<file path="src/rtl/arm_mem_arbiter.sv">
// Unified memory port arbiter for instruction fetch and data load/store.
// Optional fetch starvation guard: define ARM_MEM_ARB_STARVE_GUARD_EN.
module arm_mem_arbiter #(
  parameter int STARVE_LIMIT = 4,
  parameter int TIMEOUT      = 255
) (
  input  logic        clk,
  input  logic        rst_b,
  input  logic        if_req,
  input  logic [31:0] if_addr,
  output logic        if_gnt,
  output logic        if_valid,
  output logic [31:0] if_rdata,
  input  logic        d_req,
  input  logic        d_we,
  input  logic        d_byte,
  input  logic [31:0] d_addr,
  input  logic [31:0] d_wdata,
  output logic        d_gnt,
  output logic        d_valid,
  output logic [31:0] d_rdata,
  output logic        mem_req,
  output logic [29:0] mem_addr,
  output logic [3:0]  mem_we,
  output logic [31:0] mem_wdata,
  input  logic [31:0] mem_rdata,
  input  logic        mem_ack,
  output logic        busy,
  output logic        mem_err
);

  if (STARVE_LIMIT < 1 || STARVE_LIMIT > 7) begin : g_bad_starve_limit
    $error("STARVE_LIMIT must fit the 3-bit starvation counter (1..7)");
  end
  if (TIMEOUT < 1 || TIMEOUT > 255) begin : g_bad_timeout
    $error("TIMEOUT must fit the 8-bit wait counter (1..255)");
  end

  // Handshake: a requester raises req and holds it until its valid pulses;
  // gnt pulses in the accepting IDLE cycle, valid pulses once in RESP.
  typedef enum logic [1:0] {IDLE, IF_BUSY, D_BUSY, RESP} state_t;

  state_t      state, state_nxt;
  logic        own_d;
  logic [31:0] lat_addr, lat_wdata;
  logic        lat_we, lat_byte;
  logic [7:0]  wait_cnt;
  logic        in_busy, timeout_hit;
  logic        grant_d, grant_if;
  logic        starve_force;
  logic [7:0]  lane;

`ifdef ARM_MEM_ARB_STARVE_GUARD_EN
  logic [2:0] starve_cnt;

  assign starve_force = (starve_cnt >= 3'(STARVE_LIMIT)) && if_req;

  always_ff @(posedge clk or negedge rst_b) begin
    if (!rst_b)
      starve_cnt <= '0;
    else if (grant_if)
      starve_cnt <= '0;
    else if (grant_d && if_req && starve_cnt != 3'd7)
      starve_cnt <= starve_cnt + 3'd1;
  end
`else
  assign starve_force = 1'b0;
`endif

  assign in_busy     = (state == IF_BUSY) || (state == D_BUSY);
  assign timeout_hit = in_busy && !mem_ack && (wait_cnt == 8'(TIMEOUT - 1));
  // Reset gating keeps grants quiet while rst_b is held low.
  assign grant_d     = rst_b && (state == IDLE) && d_req && !starve_force;
  assign grant_if    = rst_b && (state == IDLE) && if_req && !grant_d;

  always_ff @(posedge clk or negedge rst_b) begin
    if (!rst_b)
      state <= IDLE;
    else
      state <= state_nxt;
  end

  always_comb begin
    state_nxt = state;
    case (state)
      IDLE: begin
        if (grant_d)       state_nxt = D_BUSY;
        else if (grant_if) state_nxt = IF_BUSY;
      end
      IF_BUSY, D_BUSY: begin
        if (mem_ack || timeout_hit) state_nxt = RESP;
      end
      RESP:    state_nxt = IDLE;
      default: state_nxt = IDLE;
    endcase
  end

  always_comb begin
    case (lat_addr[1:0])
      2'd0:    lane = mem_rdata[7:0];
      2'd1:    lane = mem_rdata[15:8];
      2'd2:    lane = mem_rdata[23:16];
      default: lane = mem_rdata[31:24];
    endcase
  end

  always_ff @(posedge clk or negedge rst_b) begin
    if (!rst_b) begin
      own_d     <= 1'b0;
      lat_addr  <= '0;
      lat_wdata <= '0;
      lat_we    <= 1'b0;
      lat_byte  <= 1'b0;
      wait_cnt  <= '0;
      mem_err   <= 1'b0;
      if_rdata  <= '0;
      d_rdata   <= '0;
    end else begin
      if (grant_d) begin
        own_d     <= 1'b1;
        lat_addr  <= d_addr;
        lat_wdata <= d_wdata;
        lat_we    <= d_we;
        lat_byte  <= d_byte;
        wait_cnt  <= '0;
      end else if (grant_if) begin
        own_d     <= 1'b0;
        lat_addr  <= if_addr;
        lat_wdata <= '0;
        lat_we    <= 1'b0;
        lat_byte  <= 1'b0;
        wait_cnt  <= '0;
      end
      if (in_busy && mem_ack) begin
        if (state == IF_BUSY)
          if_rdata <= mem_rdata;
        else if (!lat_we)
          d_rdata <= lat_byte ? {24'b0, lane} : mem_rdata;
      end else if (timeout_hit) begin
        mem_err <= 1'b1;
        if (state == IF_BUSY) if_rdata <= 32'hDEAD_BEEF;
        else                  d_rdata  <= 32'hDEAD_BEEF;
      end else if (in_busy) begin
        wait_cnt <= wait_cnt + 8'd1;
      end
    end
  end

  always_comb begin
    busy      = (state != IDLE);
    mem_req   = in_busy;
    if_gnt    = grant_if;
    d_gnt     = grant_d;
    if_valid  = (state == RESP) && !own_d;
    d_valid   = (state == RESP) && own_d;
    mem_addr  = '0;
    mem_we    = '0;
    mem_wdata = '0;
    if (in_busy) begin
      mem_addr = lat_addr[31:2];
      if (lat_we) begin
        mem_we    = lat_byte ? (4'b0001 << lat_addr[1:0]) : 4'b1111;
        mem_wdata = lat_byte ? {4{lat_wdata[7:0]}} : lat_wdata;
      end
    end
  end

endmodule
</file>
<file path="config.mk">
export PLATFORM = sky130hd
export DESIGN_NAME = arm_mem_arbiter
export DESIGN_NICKNAME = d
export VERILOG_FILES = /design/src/rtl/arm_mem_arbiter.sv
export SDC_FILE = /design/constraint.sdc
export NUM_CORES = 1
export LEC_CHECK = 0
export ABC_CLOCK_PERIOD_IN_PS = 2820
export CORE_AREA = 5 5 122 210
export DETAILED_ROUTE_END_ITERATION = 7
export DIE_AREA = 0 0 127 215
export GPL_ROUTABILITY_DRIVEN = 0
export PLACE_DENSITY = 0.61
export SLEW_MARGIN = 40
export SYNTH_ARGS = -nofsm -noshare
export SYNTH_HDL_FRONTEND = slang
export SYNTH_SLANG_ARGS = --single-unit
</file>
<file path="constraint.sdc">
create_clock -name clk -period 2.82 [get_ports clk]
set_clock_uncertainty 0.2 [all_clocks]
set_input_delay 0.282 -clock clk [delete_from_list [all_inputs] [get_ports clk]]
set_output_delay 0.282 -clock clk [all_outputs]
set_load 0.01 [all_outputs]
</file>
# Word level (Yosys, flattened, before mapping)
# Cells that the tools add are included.
# W data, S select, Z words.
totals:
  word_cells: 82
  ff_bits: 142
  out_inout_bits: 137
  input_bits: 135
op_classes:
  muxes: 35
  n_reduce_logical: 24
  n_shift: 1
  eq_ne: 9
  add_sub_neg: 1
  bitwise: 2
op_table:
  columns: ["op", "n"]
  rows:
  - ["$mux W32", 17]
  - ["$mux W8", 5]
  - ["$mux W30", 1]
  - ["$pmux W8 S3", 1]
  - ["$mux W4", 3]
  - ["$logic_and A1 B1 Y1", 9]
  - ["$add A8 B1 Y8 const B", 1]
  - ["$eq A8 B8 Y1 const B", 1]
  - ["$eq A2 B2 Y1 const B", 3]
  - ["$mux W2", 3]
  - ["$pmux W2 S3", 1]
  - ["$reduce_and A2 Y1", 3]
  - ["$reduce_bool A2 Y1", 3]
  - ["$eq A2 B1 Y1 const B", 2]
  - ["$logic_not A2 Y1", 2]
  - ["$mux W1", 4]
  - ["$ne A2 B2 Y1 const B", 2]
  - ["$shl A1 B2 Y4 const A", 1]
  - ["$logic_not A1 Y1", 3]
  - ["$ne A3 B3 Y1 const B", 1]
  - ["$reduce_and A3 Y1", 1]
  - ["$logic_or A1 B1 Y1", 2]
  - ["$not A1 Y1", 2]
  - ["$reduce_or A2 Y1", 1]

# Logic depth before layout (Yosys ltp)
# Gate-level depths: netlist (run 1).
depth:
  ltp_word: 10
  mapped_depth: 8
  mapped_depth_nobuf: 7

# Worst setup path after synthesis (run 1)
# No wires, ideal clock.
synth_timing:
  path_type: "register -> output"
  startpoint: "register state[0]"
  endpoint: "output mem_wdata[11]"
  path_buffers: 2
  slack_ns: 0.631
  required_ns: 2.338
  stages_incl_launch_ff: 7
  arrival_ns: 1.707
  path_cell_list: "dfrtp_1 > inv_1 > ha_1 > clkbuf_1 > nand2_1 > clkbuf_1 > a21oi_1"
synth_via:
  elab_chain_len: 3
  word_cells_on_any_way: 4
  cone_classes: "eq/ne (2); mux (1); reduce/logical (1)"
synth_rtl:
  columns: ["element", "line", "rtl"]
  rows:
  - ["start, declared", "43", "state_t state, state_nxt;"]
  - ["start signal, assigned", "80", "state <= state_nxt;"]
  - ["$eq A2 B1 Y1 or $eq A2 B2 Y1 (tied branches)", "70", "assign in_busy = (state == IF_BUSY) || (state == D_BUSY);"]
  - ["$logic_or A1 B1 Y1 (*)", "70", null]
  - ["via mem_req", "22", "output logic mem_req,"]
  - ["$mux W32 (*)", "159", "if (in_busy) begin"]
  - ["end, declared", "25", "output logic [31:0] mem_wdata,"]
# The timed path passes the listed nets; every way through them passes the cells marked *.

# Worst setup path in the final report (run 1)
layout_timing:
  startpoint: "register state[0]"
  endpoint: "output mem_wdata[20]"
layout_via:
  elab_chain_len: 3
  word_cells_on_any_way: 4
  cone_classes: "eq/ne (2); mux (1); reduce/logical (1)"
layout_rtl:
  columns: ["element", "line"]
  rows:
  - ["$eq A2 B1 Y1 or $eq A2 B2 Y1 (tied branches)", "70"]
  - ["$logic_or A1 B1 Y1 (*)", "70"]
  - ["$mux W32 (*)", "159"]
# Every way passes the cells marked *; elsewhere a longest branch is shown, timed or not.

==> results_dict.tcl, run 1 <==
set metrics [dict create \
    synth_cell_types 46 \
    fp-row-count 75 \
    end_kind "output pin" \
    drive_gt1_share_pct 9.891 \
    synth_top_family_by_area "compound AO/OA/AOI/OAI gates" \
    hpwl_um 18100 \
    rsz0062_at_grt "no" \
    drc 0 \
    synth_xor_area_share_pct 0 \
    global_route.overflow_total 0 \
    clockRootBuffer "clkbuf_16" \
    cp-start-kind "flip-flop" \
    antenna_found_initial 0 \
    cts_buffers 17 \
    ioPinCount 272 \
    grt_max_degree 82 \
    ys_ff_latch 142 \
    chipWidth_um 127 \
    wl_per_cell_um 19.86 \
    fin_crit_sh_pct 95.32 \
    critical_path_class "reg2out" \
    period_needed_ns 2.688 \
    syn_avg_cell_area_um2 10.85 \
    synth_compound_area_share_pct 22.48 \
    hp-class "in2reg" \
    grt_pass1_wl_um 36960 \
    layout.nets 1048 \
    hold_viol 0 \
    drt_iter0_markers 287 \
    grt_usage_pct 17.55 \
    synth-adder-area-share_pct 1.077 \
    mostFrequentLayoutCell "clkdlybuf4s50_1" \
    cp_slowest_cell "clkdlybuf4s50_1" \
    synth_edf_count 0 \
    synthArstFlopShare_pct 100.0 \
    synth_ff_type "dfrtp_1" \
    die_y_um 215 \
    clock_latency_ns 0.42 \
    antenna_left 0 \
    peakVddDrop_v 0.0004969 \
    synth_mux_area_share_pct 7.362 \
    grt_pass1_vias 6298 \
    path_delay_family "buffers and inverters" \
    syn_nets 783 \
    die_area_mm2 0.02731 \
    htreeDepth 4 \
    dr.pass1.iters 4 \
    cts.clk_slew.worst_paths_ns 0.06 \
    cts.sinks 142 \
    tritoncts "yes" \
    port_buffers 271 \
    fmax_ghz 0.3720 \
    cpPeakStageDelay_ns 0.56 \
    cp_num_buf_inv 3 \
    setup_violations 0 \
    tns_ns 0 \
    worst_pin_slew_ns 0.7774 \
    core_mm2 0.02384 \
    layout_common_cells "clkdlybuf4s50_1 (247), dfrtp_1 (141), nand2_1 (62)" \
    area_growth_pct 54.86 \
    synthSimpleGateAreaFrac_pct 14.10 \
    cap_violations 0 \
    timing_max_transition_violations_final 0 \
    initial_core_util_pct 29.23 \
    arrival_ns 2.21 \
    outcome "completed" \
    synth-seq-area-share_pct 51.00 \
    cp_max_fo 28 \
    fin_util_pct 45.27 \
    via_count 5940 \
    synthCells 642 \
    drt_wl_total_um 24390 \
    cp_data_required_time_ns 2.34 \
    pwr_density_cell_mw_per_mm2 1076 \
    yosysWarnings 0 \
    synth_area_mm2 0.006968 \
    path_cells "inv_1 -> ha_4 -> nand2_1 -> buf_6 -> a21oi_2 -> clkdlybuf4s50_1" \
    max-slew-margin-rel_pct 47.95 \
    leakagePower_uw 0.004965 \
    cts_buffer_depth 2 \
    viasPerCell 4.837 \
    n_antenna_cell 0 \
]
==> layout make-up <==
cell class | count | area [um^2]
repair buffers | 296 | 3008
flip-flops and latches | 142 | 3555
clock buffers | 18 | 439.2
inverters | 14 | 52.55
multi-input cells | 436 | 3168
fillers | 2309 | 13050
well taps | 308 | 385.4
clock inverters | 14 | 182.7
==> per-layer routing <==
| metal | vias to the layer above | track usage, % | wire (um) |
|---|---|---|---|
| met3 | 45 | 3.702 | 1174 |
| met4 | 0 | 7.767 | 901 |
| met5 | - | 0 | 0 |
| li1 | 2837 | - | - |
| met1 | 2867 | 19.51 | 9042 |
| met2 | 191 | 31.74 | 13280 |
==> synthesized netlist by cell type (13+ instances only) <==
library cell / n / share of area (%)
nand2b_1: 45 / 4.0
a21oi_1: 29 / 2.1
nand2_1: 62 / 3.3
inv_1: 13 / 0.70
o21ai_0: 43 / 3.1
mux2i_1: 49 / 7.0
dfrtp_1: 142 / 51
a22o_1: 42 / 5.3
and2_1: 32 / 2.9
a2bb2oi_2: 23 / 5.0
clkbuf_1: 29 / 1.6
nand3_1: 13 / 0.93
o22a_1: 25 / 3.1
==> metrics by stage <==
stage	hold WS (ns)	instances	worst slack, ns	instance area, um^2	total power [uW]
floorplan	-0.2136	642	0.6309	6968	6380
global placement	-0.1257	1192	0.5097	10040	9051
detailed placement	-0.1247	1192	0.4104	10040	9128
CTS	0.2349	1226	0.0007894	10680	11600
global route	0.2399	1228	0.02521	10790	12350
finish	0.2620	1228	0.1320	10790	11610
==> power breakdown <==
part / internal, uW / leakage (uW) / switching [uW]
clock: 1430 / 0.000299 / 963
sequential: 2920 / 0.00174 / 653
combinational: 3090 / 0.00293 / 2550
total: 7440 / 0.00497 / 4170
==> final timing paths <==
check / start / end / cells after the start / slack [ns]
worst max-delay path: state[0] / mem_wdata[20] / 6 / 0.13
worst min register to register: lat_addr[6] / lat_addr[6] / 2 / 0.28
worst min-delay path: d_wdata[1] / lat_wdata[1] / 2 / 0.26
max in group asynchronous: rst_b / lat_wdata[14] / 3 / 1.67
min in group asynchronous: rst_b / wait_cnt[0] / 3 / 0.30
worst max register to register: state[0] / d_rdata[8] / 8 / 0.46
==> repair_timing <==
action / CTS / global route
gates resized for setup: 7 / 24
gates cloned: 0 / 1
endpoints found under the setup margin: 40 / 61
hold buffers: 2 / 0
setup buffers: 0 / 1
endpoints found under the hold margin: 143 / 0
==> state kept, by name, summed over array words and instances, names as in the netlist <==
name / flops
d_rdata: 32
if_rdata: 32
lat_addr: 32
lat_wdata: 32
wait_cnt: 8
state: 2
lat_byte: 1
lat_we: 1
mem_err: 1
own_d: 1
==> cells by family after synthesis <==
| family | Yosys count |
|---|---|
| simple gates | 186 |
| flops | 142 |
| buf+inv | 64 |
| mux | 50 |
| fa+ha+maj | 6 |
| compound gates | 194 |
==> worst reg2reg max path, stage by stage, from the launching register on <==
cell     delay, ns
dfrtp_1       0.37
inv_1         0.11
ha_4          0.33
buf_4         0.15
nor2b_1       0.24
nand3_2       0.16
o31ai_4       0.23
buf_12        0.28
mux2i_1       0.22
(Power assumes the default switching activity.)
==> run 2, diff against run 1 <==
GPL_ROUTABILITY_DRIVEN = unset   (was 0)
PLACE_DENSITY = unset   (was 0.61)
PLACE_DENSITY_LB_ADDON = 0.3   (was unset)
==> run 2 against run 1 <==
Against the previous run:
- combinational power down 2%
- non-clock buffer count down 4
- die area unchanged
- sequential power about the same
- sequential cell count unchanged
- clock-buffer cell count up 1
- highest routed layer unchanged
- sequential share of layout area up 0.18 points
- final area down 0.53%
- register-to-register slack about the same
- clock power down 7%
- first-iteration DRC count down 31%
==> results_dict.tcl, run 2 (same netlist as run 1, synthesis figures left out) <==
set metrics [dict create \
    outcome "completed" \
    tritoncts "yes" \
    r2r_end "d_rdata[14]" \
    arrival_ns 2.19 \
    fp-row-count 75 \
    drt_iter0_markers 199 \
    period_needed_ns 2.669 \
    dpl.cell_count 1190 \
    rrSetupSlack_ns 0.45 \
    layout_common_cells "clkdlybuf4s50_1 (243), dfrtp_1 (141), nand2_1 (62)" \
    whs_ns 0.2624 \
    cp_max_fo 32 \
    cts_buffers 17 \
    final_cells 1226 \
    reg2reg_depth 8 \
    layout.nets 1044 \
    hp-class "in2reg" \
    mostFrequentLayoutCell "clkdlybuf4s50_1" \
    end_kind "output pin" \
    antenna_found_initial 2 \
    cts.sinks 142 \
    cts_buffer_depth 2 \
    clkPwrFrac_pct 19.8 \
    drt_wl_total_um 24040 \
    clock_latency_ns 0.42 \
    crit_start "lat_byte" \
    dr.pass1.iters 4 \
    initial_core_util_pct 29.23 \
    ioPinCount 272 \
    cp_data_required_time_ns 2.34 \
    drive_gt1_share_pct 9.279 \
    setup_violations 0 \
    grt_usage_pct 17.46 \
    fin_crit_sh_pct 94.63 \
    tns_ns 0 \
    die_y_um 215 \
    antenna_left 0 \
    wl_per_cell_um 19.61 \
    grt_pass1_vias 6310 \
    port_buffers 271 \
    p_sw_uw 4068 \
    p_seq_share_pct 31.4 \
    leakagePower_uw 0.005036 \
    critical_path_class "reg2out" \
    grt_max_degree 95 \
    timing_max_transition_violations_final 0 \
    grt_pass1_wl_um 36740 \
    hpwl_um 18160 \
    chipWidth_um 127 \
    fmax_ghz 0.3747 \
    pwr-share-comb_pct 48.9 \
    power.internal_uw 7267 \
    pwr_density_cell_mw_per_mm2 1056 \
    htreeDepth 4 \
    core_mm2 0.02384 \
    cts.clk_slew.worst_paths_ns 0.06 \
    clockRootBuffer "clkbuf_16" \
    die_area_mm2 0.02731 \
    cap_violations 0 \
    hold_viol 0 \
    worst_pin_slew_ns 0.7195 \
    place_ws_ns 0.2512 \
    max-slew-margin-rel_pct 51.82 \
    via_count 5935 \
    crit_end "mem_wdata[25]" \
    global_route.overflow_total 0 \
    r2r-start "state[0]" \
    rsz0062_at_grt "no" \
    drc 0 \
    swShare_pct 35.89 \
    viasPerCell 4.841 \
    area_growth_pct 54.03 \
    globalplace.congestion 0.7786 \
    cp-start-kind "flip-flop" \
    peakVddDrop_v 0.0005551 \
    layout_setup_ws_ns 0.1513 \
]
-- run 2: final cells by class --
type	instances	area, um^2
timing repair buffer	292	2990
tap	308	385.4
clock buffer	19	442.9
sequential	142	3555
inverter	14	52.55
clock inverter	13	141.4
antenna	2	5.005
multi-input combinational	436	3161
fill	2332	13100
-- run 2: power groups by stage --
stage	clock network, uW	logic, uW	registers (uW)
CTS	2320	5640	3560
finish	2240	5540	3560
global placement	0	5510	3570
detailed placement	0	5560	3590
global route	2400	5980	3690
floorplan	0	2800	3580
-- run 2: repair_timing --
action	CTS	global route
endpoints found under the setup margin	64	54
gates resized for setup	4	28
pin swaps	0	1
hold buffers	1	0
setup buffers	0	1
endpoints found under the hold margin	104	0
-- run 2: per-stage QoR --
step	utilization [%]	area, um^2	total power (uW)
floorplan	-	6968	6380
global placement	42.10	10030	9085
detailed placement	42.10	10030	9157
CTS	44.66	10640	11530
global route	45.03	10730	12070
finish	45.03	10730	11340
-- run 2: metal layers --
layer | up-vias | part of all wire [%] | routed length, um | GRT usage (%)
met5 | - | 0 | 0 | 0
met1 | 2881 | 36 | 8722 | 18.21
met2 | 186 | 56 | 13410 | 32.97
met4 | 0 | 2.9 | 686 | 7.087
li1 | 2830 | - | - | -
met3 | 38 | 5.1 | 1226 | 4.025
-- run 2: worst min path at each step --
stage,startpoint,end,cells after the start
after detailed placement,rst_b,lat_addr[24],2
after global routing,d_wdata[22],lat_wdata[22],2
after CTS,d_wdata[6],lat_wdata[6],2
after floorplan,rst_b,d_rdata[0],0
after global placement,rst_b,lat_addr[26],2
final,d_wdata[6],lat_wdata[6],2
-- run 2: critical path, stage by stage, from the launching register on --
cell and delay (ns):
dfrtp_2 0.70, nand2_1 0.31, a21oi_1 0.20, clkdlybuf4s50_1 0.55
==> run 3, diff against run 2 <==
--- a/config.mk
+++ b/config.mk
@@ -10,5 +10,4 @@
 export DETAILED_ROUTE_END_ITERATION = 7
 export DIE_AREA = 0 0 127 215
-export PLACE_DENSITY_LB_ADDON = 0.3
 export SLEW_MARGIN = 40
 export SYNTH_ARGS = -nofsm -noshare
--- a/constraint.sdc
+++ b/constraint.sdc
@@ -3,3 +3,3 @@
 set_input_delay 0.282 -clock clk [delete_from_list [all_inputs] [get_ports clk]]
 set_output_delay 0.282 -clock clk [all_outputs]
-set_load 0.01 [all_outputs]
+set_load 0.005 [all_outputs]
==> run 3 against run 2 <==
Against the previous run:
- combinational power decreased by 5.4%
- critical endpoint is now mem_wdata[3]
- sequential power about the same
- highest routed layer unchanged
- cell count about the same
- via count decreased by 0.89%
==> results_dict.tcl, run 3 (same netlist as run 1, synthesis figures left out) <==
set metrics [dict create \
    outcome "completed" \
    critical_path_class "reg2out" \
    fp-row-count 75 \
    cp_slowest_cell "clkdlybuf4s50_1" \
    via_count 5882 \
    path_cells "inv_1 -> ha_4 -> buf_4 -> and3_1 -> clkdlybuf4s50_1" \
    arrival_ns 2.20 \
    pwr_density_cell_mw_per_mm2 1042 \
    pwr-share-comb_pct 47.1 \
    post_cts_buffers 0 \
    p_sw_uw 3778 \
    ioPinCount 272 \
    die_area_mm2 0.02731 \
    end_kind "output pin" \
    max-slew-margin-rel_pct 44.19 \
    grt_max_degree 69 \
    cts_buffer_depth 2 \
    tns_ns 0 \
    hpwl_um 18190 \
    peakVddDrop_v 0.0004019 \
    rsz0062_at_grt "no" \
    global_route.overflow_total 0 \
    cp_max_fo 20 \
    chipWidth_um 127 \
    grt_pass1_vias 6181 \
    cp-start-kind "flip-flop" \
    viasPerCell 4.794 \
    cts.sinks 142 \
    fmax_ghz 0.3731 \
    wl_per_cell_um 19.44 \
    p_seq_share_pct 31.8 \
    clock_latency_ns 0.42 \
    layout.nets 1046 \
    hold_viol 0 \
    cpPeakStageDelay_ns 0.52 \
    grt_usage_pct 17.34 \
    drt_iter0_markers 265 \
    fin_crit_sh_pct 95.04 \
    hp-class "in2async" \
    layout_common_cells "clkdlybuf4s50_1 (269), dfrtp_1 (141), nand2_1 (62)" \
    r2r-start "state[0]" \
    cts_buffers 17 \
    globalplace.congestion 0.8114 \
    leakagePower_uw 0.004609 \
    worst_pin_slew_ns 0.8335 \
    core_mm2 0.02384 \
    initial_core_util_pct 29.23 \
    crit_start "state[0]" \
    tritoncts "yes" \
    grt_pass1_wl_um 36270 \
    area_growth_pct 53.51 \
    cap_violations 0 \
    drive_gt1_share_pct 9.695 \
    swShare_pct 33.90 \
    port_buffers 271 \
    htreeDepth 4 \
    cts.clk_slew.worst_paths_ns 0.06 \
    clockRootBuffer "clkbuf_16" \
    drc 0 \
    power.internal_uw 7366 \
    timing_max_transition_violations_final 0 \
    clkPwrFrac_pct 21.1 \
    dr.pass1.iters 4 \
    cp_data_required_time_ns 2.34 \
    mostFrequentLayoutCell "clkdlybuf4s50_1" \
    setup_violations 0 \
    antenna_found_initial 1 \
    die_y_um 215 \
    period_needed_ns 2.680 \
    antenna_left 0 \
    fin_util_pct 44.88 \
    drt_wl_total_um 23850 \
]
-- run 3: repair_timing --
item,4_1_cts,5_1_grt
cloned,0,0
gates resized for setup,2,4
hold buffers,1,0
endpoints found under the setup margin,63,16
endpoints found under the hold margin,56,0
-- run 3: final timing paths --
path                            endpoint  slack (ns)  depth (start not counted)
min                         if_rdata[17]         0.1                          2
max reg2reg                   d_rdata[8]        0.58                          7
min in group clk           lat_wdata[25]        0.26                          2
max                         mem_wdata[3]        0.14                          5
max in group asynchronous  lat_wdata[11]        1.44                          3
min reg2reg                 lat_addr[21]        0.27                          2
-- run 3: worst max-delay path: cells and delay by family (launching register included) --
family                     cells  cell delay (ns)
buffers and inverters          3             0.87
DFF                            1             0.37
and+or+nand+nor                1             0.19
adders and majority gates      1             0.33
-- run 3: stage by stage --
stage / hold slack, ns / cell area [um^2] / total power (uW) / instances / setup WS, ns
final: 0.09950 / 10700 / 11140 / 1227 / 0.1399
after detailed placement: -0.02874 / 10040 / 8872 / 1193 / 0.3970
after global routing: 0.1013 / 10700 / 11870 / 1227 / 0.01583
after floorplan: -0.2136 / 6968 / 6071 / 642 / 0.7391
after global placement: -0.02872 / 10040 / 8826 / 1193 / 0.4116
after CTS: 0.08965 / 10680 / 11330 / 1226 / 0.06355
-- run 3: metal layers --
metal / part of all wire (%) / vias up / wire length [um] / GRT usage, %
met5: 0 / - / 0 / 0
met4: 3.5 / 0 / 825 / 7.767
met3: 4.4 / 35 / 1045 / 3.528
met2: 55 / 179 / 13160 / 32.11
met1: 37 / 2840 / 8819 / 18.65
li1: - / 2828 / - / -
-- run 3: cell type report --
class | instances | area [um^2]
Tap cell | 308 | 385.4
Multi-Input combinational cell | 436 | 3164
Inverter | 14 | 52.55
Clock inverter | 13 | 161.4
Clock buffer | 19 | 452.9
Timing Repair Buffer | 294 | 2920
Fill cell | 2271 | 13140
Antenna cell | 1 | 2.502
Sequential cell | 142 | 3557
-- run 3: power groups by stage --
| stage | clock [uW] | sequential [uW] | combinational [uW] |
|---|---|---|---|
| 2_1_floorplan | 0 | 3410 | 2660 |
| 3_3_place_gp | 0 | 3560 | 5260 |
| 3_5_place_dp | 0 | 3570 | 5300 |
| 4_1_cts | 2420 | 3550 | 5360 |
| 5_1_grt | 2490 | 3680 | 5710 |
| 6_report | 2350 | 3550 | 5240 |
